==> config.mk <==
export PLATFORM = sky130hd
export DESIGN_NAME = coffee_ctrl_multi_flat
export DESIGN_NICKNAME = d
export VERILOG_FILES = /design/src/rtl/coffee_ctrl_multi_if.sv /design/src/rtl/coffee_ctrl_multi.sv /design/src/flat_wrapper.sv
export SDC_FILE = /design/constraint.sdc
export NUM_CORES = 1
export LEC_CHECK = 0
export CAP_MARGIN = 20
export CORE_ASPECT_RATIO = 1.1
export CORE_MARGIN = 5
export CORE_UTILIZATION = 51
export CTS_CLUSTER_DIAMETER = 40
export DETAILED_ROUTE_END_ITERATION = 6
export PLACE_DENSITY = 0.81
export SLEW_MARGIN = 40
export SYNTH_ARGS = -nofsm -noshare
export SYNTH_HDL_FRONTEND = slang
export SYNTH_SLANG_ARGS = --single-unit
export TNS_END_PERCENT = 5
==> constraint.sdc <==
create_clock -name clk -period 2.7 [get_ports clk]
set_input_delay 0.27 -clock clk [delete_from_list [all_inputs] [get_ports clk]]
set_output_delay 0.27 -clock clk [all_outputs]
set_load 0.02 [all_outputs]
==> src/rtl/coffee_ctrl_multi_if.sv <==
// Front-panel / actuator bundle for coffee_ctrl_multi; suffixes are from the controller's point of view.
// Sugar request/actuator signals exist only when COFFEE_SUGAR_EN is defined.
interface coffee_ctrl_multi_if #(
    parameter int NUM_DRINKS = 4,
    parameter int SEL_W      = 3,
    parameter int NUM_SENS   = 5
);
    logic                  start_i;
    logic [SEL_W-1:0]      sel_i;
    logic [NUM_SENS-1:0]   sens_i;
    logic                  busy_o;
    logic [NUM_DRINKS-1:0] drink_o;
    logic [NUM_SENS-1:0]   err_o;
    logic                  bad_sel_o;
    logic                  cup_o;
    logic                  heat_o;
    logic                  pour_o;
    logic                  mix_o;
    logic                  done_o;
`ifdef COFFEE_SUGAR_EN
    logic [1:0]            sugar_req_i;
    logic                  sugar_o;

    modport master (
        output start_i, sel_i, sens_i, sugar_req_i,
        input  busy_o, drink_o, err_o, bad_sel_o, cup_o, heat_o, pour_o, mix_o, done_o, sugar_o
    );
    modport slave (
        input  start_i, sel_i, sens_i, sugar_req_i,
        output busy_o, drink_o, err_o, bad_sel_o, cup_o, heat_o, pour_o, mix_o, done_o, sugar_o
    );
`else
    modport master (
        output start_i, sel_i, sens_i,
        input  busy_o, drink_o, err_o, bad_sel_o, cup_o, heat_o, pour_o, mix_o, done_o
    );
    modport slave (
        input  start_i, sel_i, sens_i,
        output busy_o, drink_o, err_o, bad_sel_o, cup_o, heat_o, pour_o, mix_o, done_o
    );
`endif
endinterface

==> src/rtl/coffee_ctrl_multi.sv <==
// Multi-recipe coffee controller: timed CUP/HEAT/POUR/[SUGAR]/MIX sequence with supply-loss abort.
// Define COFFEE_SUGAR_EN to add the sugar request input, sugar actuator and SUGAR phase.
// state | meaning: IDLE wait START | CHECK supply test | ERROR supply missing | CUP,HEAT,POUR,SUGAR,MIX timed phases | DONE finish pulse
module coffee_ctrl_multi #(
    parameter int                    NUM_DRINKS   = 4,
    parameter int                    SEL_W        = 3,
    parameter int                    NUM_SENS     = 5,
    parameter int                    CNT_W        = 8,
    parameter int                    HEAT_CYCLES  = 8,
    parameter int                    POUR_BASE    = 4,
    parameter int                    MIX_CYCLES   = 6,
`ifdef COFFEE_SUGAR_EN
    parameter int                    SUGAR_CYCLES = 3,
`endif
    parameter logic [NUM_DRINKS-1:0] MIX_MASK     = 4'b1010
) (
    input logic                clk,
    input logic                rst,
    coffee_ctrl_multi_if.slave bus
);

    typedef enum logic [3:0] {
        S_IDLE,
        S_CHECK,
        S_ERROR,
        S_CUP,
        S_HEAT,
        S_POUR,
`ifdef COFFEE_SUGAR_EN
        S_SUGAR,
`endif
        S_MIX,
        S_DONE
    } state_t;

    localparam logic [CNT_W-1:0] HEAT_M1      = CNT_W'(HEAT_CYCLES - 1);
    localparam logic [CNT_W-1:0] MIX_M1       = CNT_W'(MIX_CYCLES - 1);
    localparam logic [SEL_W:0]   NUM_DRINKS_X = (SEL_W+1)'(NUM_DRINKS);

    state_t                state_q, state_d;
    logic [CNT_W-1:0]      cnt_q, cnt_d;
    logic [SEL_W-1:0]      sel_q, sel_d;
    logic                  bad_sel_q, bad_sel_d;
    logic [NUM_DRINKS-1:0] drink_oh;
    logic [CNT_W-1:0]      pour_m1;
    logic                  mix_sel;
    logic                  sens_ok;
    logic                  sel_valid;
    logic                  phase_active;
`ifdef COFFEE_SUGAR_EN
    logic [1:0]            sug_q, sug_d;
    logic [CNT_W-1:0]      sug_m1;
`endif

    always_comb begin
        drink_oh = '0;
        for (int i = 0; i < NUM_DRINKS; i++) begin
            if (sel_q == SEL_W'(i)) drink_oh[i] = 1'b1;
        end
    end

    // Pour length wraps cleanly at CNT_W bits: N = 2**CNT_W yields N-1 = all ones.
    assign pour_m1   = CNT_W'(POUR_BASE) * (CNT_W'(sel_q) + CNT_W'(1)) - CNT_W'(1);
    assign mix_sel   = |(drink_oh & MIX_MASK);
    assign sens_ok   = &bus.sens_i;
    assign sel_valid = {1'b0, bus.sel_i} < NUM_DRINKS_X;
`ifdef COFFEE_SUGAR_EN
    assign sug_m1    = CNT_W'(SUGAR_CYCLES) * CNT_W'(sug_q) - CNT_W'(1);
`endif

    always_ff @(posedge clk or posedge rst) begin
        if (rst) begin
            state_q   <= S_IDLE;
            cnt_q     <= '0;
            sel_q     <= '0;
            bad_sel_q <= 1'b0;
`ifdef COFFEE_SUGAR_EN
            sug_q     <= '0;
`endif
        end else begin
            state_q   <= state_d;
            cnt_q     <= cnt_d;
            sel_q     <= sel_d;
            bad_sel_q <= bad_sel_d;
`ifdef COFFEE_SUGAR_EN
            sug_q     <= sug_d;
`endif
        end
    end

    always_comb begin
        state_d   = state_q;
        cnt_d     = cnt_q;
        sel_d     = sel_q;
        bad_sel_d = 1'b0;
`ifdef COFFEE_SUGAR_EN
        sug_d     = sug_q;
`endif
        case (state_q)
            S_IDLE: begin
                if (bus.start_i) begin
                    if (sel_valid) begin
                        sel_d   = bus.sel_i;
`ifdef COFFEE_SUGAR_EN
                        sug_d   = bus.sugar_req_i;
`endif
                        state_d = S_CHECK;
                    end else begin
                        bad_sel_d = 1'b1;
                    end
                end
            end
            S_CHECK: state_d = sens_ok ? S_CUP : S_ERROR;
            S_ERROR: begin
                if (sens_ok && !bus.start_i) state_d = S_IDLE;
            end
            S_CUP: begin
                if (!sens_ok) begin
                    state_d = S_ERROR;
                end else begin
                    state_d = S_HEAT;
                    cnt_d   = HEAT_M1;
                end
            end
            S_HEAT: begin
                if (!sens_ok) begin
                    state_d = S_ERROR;
                end else if (cnt_q == '0) begin
                    state_d = S_POUR;
                    cnt_d   = pour_m1;
                end else begin
                    cnt_d = cnt_q - CNT_W'(1);
                end
            end
            S_POUR: begin
                if (!sens_ok) begin
                    state_d = S_ERROR;
                end else if (cnt_q == '0) begin
`ifdef COFFEE_SUGAR_EN
                    if (sug_q != 2'd0) begin
                        state_d = S_SUGAR;
                        cnt_d   = sug_m1;
                    end else
`endif
                    if (mix_sel) begin
                        state_d = S_MIX;
                        cnt_d   = MIX_M1;
                    end else begin
                        state_d = S_DONE;
                    end
                end else begin
                    cnt_d = cnt_q - CNT_W'(1);
                end
            end
`ifdef COFFEE_SUGAR_EN
            S_SUGAR: begin
                if (!sens_ok) begin
                    state_d = S_ERROR;
                end else if (cnt_q == '0) begin
                    if (mix_sel) begin
                        state_d = S_MIX;
                        cnt_d   = MIX_M1;
                    end else begin
                        state_d = S_DONE;
                    end
                end else begin
                    cnt_d = cnt_q - CNT_W'(1);
                end
            end
`endif
            S_MIX: begin
                if (!sens_ok) begin
                    state_d = S_ERROR;
                end else if (cnt_q == '0) begin
                    state_d = S_DONE;
                end else begin
                    cnt_d = cnt_q - CNT_W'(1);
                end
            end
            S_DONE:  state_d = S_IDLE;
            default: state_d = S_IDLE;
        endcase
    end

    // DRINK is deliberately absent in CHECK and ERROR so an aborted brew never shows a recipe.
    assign phase_active = state_q inside {S_CUP, S_HEAT, S_POUR,
`ifdef COFFEE_SUGAR_EN
                                          S_SUGAR,
`endif
                                          S_MIX, S_DONE};

    assign bus.busy_o    = state_q != S_IDLE;
    assign bus.drink_o   = phase_active ? drink_oh : '0;
    assign bus.err_o     = (state_q == S_ERROR) ? ~bus.sens_i : '0;
    assign bus.bad_sel_o = bad_sel_q;
    assign bus.cup_o     = state_q == S_CUP;
    assign bus.heat_o    = state_q == S_HEAT;
    assign bus.pour_o    = state_q == S_POUR;
    assign bus.mix_o     = state_q == S_MIX;
    assign bus.done_o    = state_q == S_DONE;
`ifdef COFFEE_SUGAR_EN
    assign bus.sugar_o   = state_q == S_SUGAR;
`endif

endmodule
==> src/flat_wrapper.sv <==
// flat-port wrapper written by rule: the top's interface ports become plain ports
module coffee_ctrl_multi_flat 
#(
    parameter int                    NUM_DRINKS   = 4,
    parameter int                    SEL_W        = 3,
    parameter int                    NUM_SENS     = 5,
    parameter int                    CNT_W        = 8,
    parameter int                    HEAT_CYCLES  = 8,
    parameter int                    POUR_BASE    = 4,
    parameter int                    MIX_CYCLES   = 6,

    parameter logic [NUM_DRINKS-1:0] MIX_MASK     = 4'b1010
)
  (clk, rst, bus_start_i, bus_sel_i, bus_sens_i, bus_busy_o, bus_drink_o, bus_err_o, bus_bad_sel_o, bus_cup_o, bus_heat_o, bus_pour_o, bus_mix_o, bus_done_o);
  coffee_ctrl_multi_if #(.NUM_DRINKS(NUM_DRINKS), .SEL_W(SEL_W), .NUM_SENS(NUM_SENS)) bus_i ();
  input logic clk;
  input logic rst;
  input wire logic [$bits(bus_i.start_i)-1:0] bus_start_i;
  input wire logic [$bits(bus_i.sel_i)-1:0] bus_sel_i;
  input wire logic [$bits(bus_i.sens_i)-1:0] bus_sens_i;
  output wire logic [$bits(bus_i.busy_o)-1:0] bus_busy_o;
  output wire logic [$bits(bus_i.drink_o)-1:0] bus_drink_o;
  output wire logic [$bits(bus_i.err_o)-1:0] bus_err_o;
  output wire logic [$bits(bus_i.bad_sel_o)-1:0] bus_bad_sel_o;
  output wire logic [$bits(bus_i.cup_o)-1:0] bus_cup_o;
  output wire logic [$bits(bus_i.heat_o)-1:0] bus_heat_o;
  output wire logic [$bits(bus_i.pour_o)-1:0] bus_pour_o;
  output wire logic [$bits(bus_i.mix_o)-1:0] bus_mix_o;
  output wire logic [$bits(bus_i.done_o)-1:0] bus_done_o;
  assign bus_i.start_i = bus_start_i;
  assign bus_i.sel_i = bus_sel_i;
  assign bus_i.sens_i = bus_sens_i;
  assign bus_busy_o = bus_i.busy_o;
  assign bus_drink_o = bus_i.drink_o;
  assign bus_err_o = bus_i.err_o;
  assign bus_bad_sel_o = bus_i.bad_sel_o;
  assign bus_cup_o = bus_i.cup_o;
  assign bus_heat_o = bus_i.heat_o;
  assign bus_pour_o = bus_i.pour_o;
  assign bus_mix_o = bus_i.mix_o;
  assign bus_done_o = bus_i.done_o;
  coffee_ctrl_multi #(.NUM_DRINKS(NUM_DRINKS), .SEL_W(SEL_W), .NUM_SENS(NUM_SENS), .CNT_W(CNT_W), .HEAT_CYCLES(HEAT_CYCLES), .POUR_BASE(POUR_BASE), .MIX_CYCLES(MIX_CYCLES), .MIX_MASK(MIX_MASK)) u_core (.clk(clk), .rst(rst), .bus(bus_i));
endmodule
==> impl_metrics.ini <==
[timing]
min_period_over_period = 0.923
drv_slew = 0
fmax_mhz = 401
worst_pin_slew_ns = 0.661
setup_violations = 0
slew_headroom = 0.556
hold_viol = 0
clock_skew_ns = 0.00366
rsz0062_at_grt = false
tns_ns = 0
finalCriticalPeriod_ns = 2.49

[yosys]
synth_nets = 172
async_flop_share = 1.00
synth_largest_area_cell = dfrtp_1
synth_top_area_frac = 0.282
seq_area_frac_synth = 0.282
synth_cells = 155
yosysWarnings = 0
ys_types = 51
avgSynthCellArea_um2 = 8.58
synthTopCellsByArea = dfrtp_1 (28%), ha_1 (5.6%), nor2_1 (4.8%), buf_6 (4.2%), nand2_1 (4.0%)
synthTopCellsByCount = nor2_1 (17), dfrtp_1 (15), nand2_1 (14)
netlist_area_um2 = 1330
ys_ff_latch = 15
yosysMostFrequentCell = nor2_1
synth_edf_count = 0
synthFlopType = dfrtp_1

[placed_design]
place.port_buffers = 26
gp_congestion = 0.869
place_hpwl_mm = 2.59

[cells_and_area]
drive_gt1_frac = 0.128
antenna_cells = 0
area_growth_pct = 19.1
final_util = 0.635
nNetsFinal = 197

[power]
power_frac_comb = 0.486
intPower_mw = 0.533
p_leak_nw = 0.636
sw_frac_of_total = 0.457
p_sw_mw = 0.449
p_per_area_nw_per_um2 = 620
vdd_drop_max_mv = 0.599
p_clk_frac = 0.137
pwr-share-seq = 0.377

[route]
drt_wl_total_mm = 3.34
drt_iter0_markers = 55
via_per_inst = 5.81
firstDrtPassIters = 4
antenna_left = 0
vias = 1220
wl_per_cell_um = 15.9
drc = 0

[clock_network]
insertion_delay_ns = 0.29
cts_root_buf = clkbuf_4
tritoncts = yes
cts_resized = 0
ctsLongestPathBuffers = 2
clk_pin_slew_ns = 0.09
cts_made_buffers = 3
cts_setup_buffers = 0
htree_levels = 1
numClockSinks = 15
ctsHoldBuffers = 0

[critical_path]
ff2ff_setup_slack_ns = 0.47
required_ns = 2.43
regToRegEndpoint = u_core.state_q[1]
crit_family = flip-flops
worst-path-max-fanout = 22
r2r-start = u_core.cnt_q[0]
cp-start-kind = register
cp-end-kind = output port
rr_worst_depth = 7
path_class = reg -> out
cpMaxStageDelayCell = dfrtp_1
critPathMaxStageDelay_ns = 0.78
worstPathCellList = a21oi_1 -> nor2_1 -> and2_1 -> clkdlybuf4s50_1
crit_arrival_ns = 2.22
path_buf_inv = 1

[floorplanning]
fp.dieArea_um2 = 3730
initial_utilization = 0.533
core_um2 = 2500
ios = 27
rows = 19
die_h_um = 63.6
dieWidth_um = 58.7

[worst_hold_path]
hold_path_class = in -> async

[grt]
grt_util_met2 = 0.328
grt_pass1_wl_mm = 5.66
grt_util_met3 = 0.0224
grt_max_degree = 23
top_usage_layer = met2
track_usage = 0.196
antenna_found_initial = 0
grt_pass1_vias = 1180
use_met1 = 0.253
grt_overflow = 0

[outcome]
outcome = finished, final reports clean

[job]
drv_cap = 0
## cells by family (layout without fill, tap and decap cells)
kind of cell / Yosys count / after routing / share of synthesized area
compound gates: 45 / 45 / 0.262
simple gates: 67 / 67 / 0.278
xor+xnor: 3 / 3 / 0.0198
buf+inv: 17 / 41 / 0.0847
flops: 15 / 15 / 0.282
mux: 2 / 2 / 0.0160
fa+ha+maj: 6 / 6 / 0.0564
## worst max path at each step
stage,startpoint,end,slack (ns),cells past startpoint
after floorplan,u_core.cnt_q[0],u_core.state_q[1],0.70,7
after global placement,u_core.cnt_q[0],u_core.state_q[1],0.56,7
after detailed placement,u_core.cnt_q[0],u_core.state_q[1],0.52,7
after CTS,u_core.state_q[1],bus_drink_o[1],0.23,4
after global routing,u_core.state_q[1],bus_drink_o[1],0.11,4
final,u_core.state_q[1],bus_drink_o[1],0.21,4
## stage by stage
step	setup WS, ns	power (mW)	instances	hold slack, ns	cell area (um2)
2_1_floorplan	0.703	0.724	155	0.171	1330
3_3_place_gp	0.562	0.832	206	0.535	1560
3_5_place_dp	0.520	0.845	206	0.542	1560
4_1_cts	0.225	0.980	210	0.359	1580
5_1_grt	0.108	1.05	210	0.407	1580
6_report	0.208	0.982	210	0.330	1580
## per-layer routing
metal	share of wire	up-vias
met2	0.50	28
li1	-	603
met1	0.45	584
met4	0.014	0
met5	0	-
met3	0.030	5
## state kept, by name, indices dropped and copies added (netlist names)
register	cells
u_core.bus.bad_sel_o	1
u_core.cnt_q	8
u_core.sel_q	3
u_core.state_q	3
## area by class of cell
type / count / area, um2
Fill cell: 209 / 912
Tap cell: 31 / 38.8
Sequential cell: 15 / 375
Timing Repair Buffer: 26 / 260
Multi-Input combinational cell: 123 / 842
Inverter: 11 / 41.3
Clock buffer: 4 / 26.3
## power by group through the flow
stage / Clock [mW] / Combinational [mW] / Sequential (mW)
detailed placement: 0 / 0.475 / 0.370
global placement: 0 / 0.463 / 0.368
finish: 0.135 / 0.477 / 0.370
global route: 0.148 / 0.524 / 0.379
floorplan: 0 / 0.420 / 0.304
CTS: 0.138 / 0.477 / 0.366
## worst reg2reg max path, cell delays in order, from the launching register on
cell	delay, ns
dfrtp_1	0.40
inv_1	0.13
ha_1	0.26
or4b_4	0.54
o21ai_4	0.24
o22ai_2	0.13
o31ai_1	0.27
o31ai_1	0.11
## cells in the final DEF, fill, tap and decap left out, drive strengths merged, types with 2 or more instances in the layout
cell type	Yosys	routed
inv	11	11
a21oi	11	11
o31ai	5	5
o21ai	14	14
clkdlybuf4s50	0	26
clkbuf	0	4
and3	3	3
nor3b	2	2
nand2b	2	2
nor2b	4	4
nand2	14	14
nand3	5	5
a211oi	3	3
and2	4	4
dfrtp	15	15
nor2	17	17
o41ai	2	2
xor2	2	2
nor3	5	5
or3	2	2
ha	6	6
No activity file was read; power rests on OpenSTA's default activity.
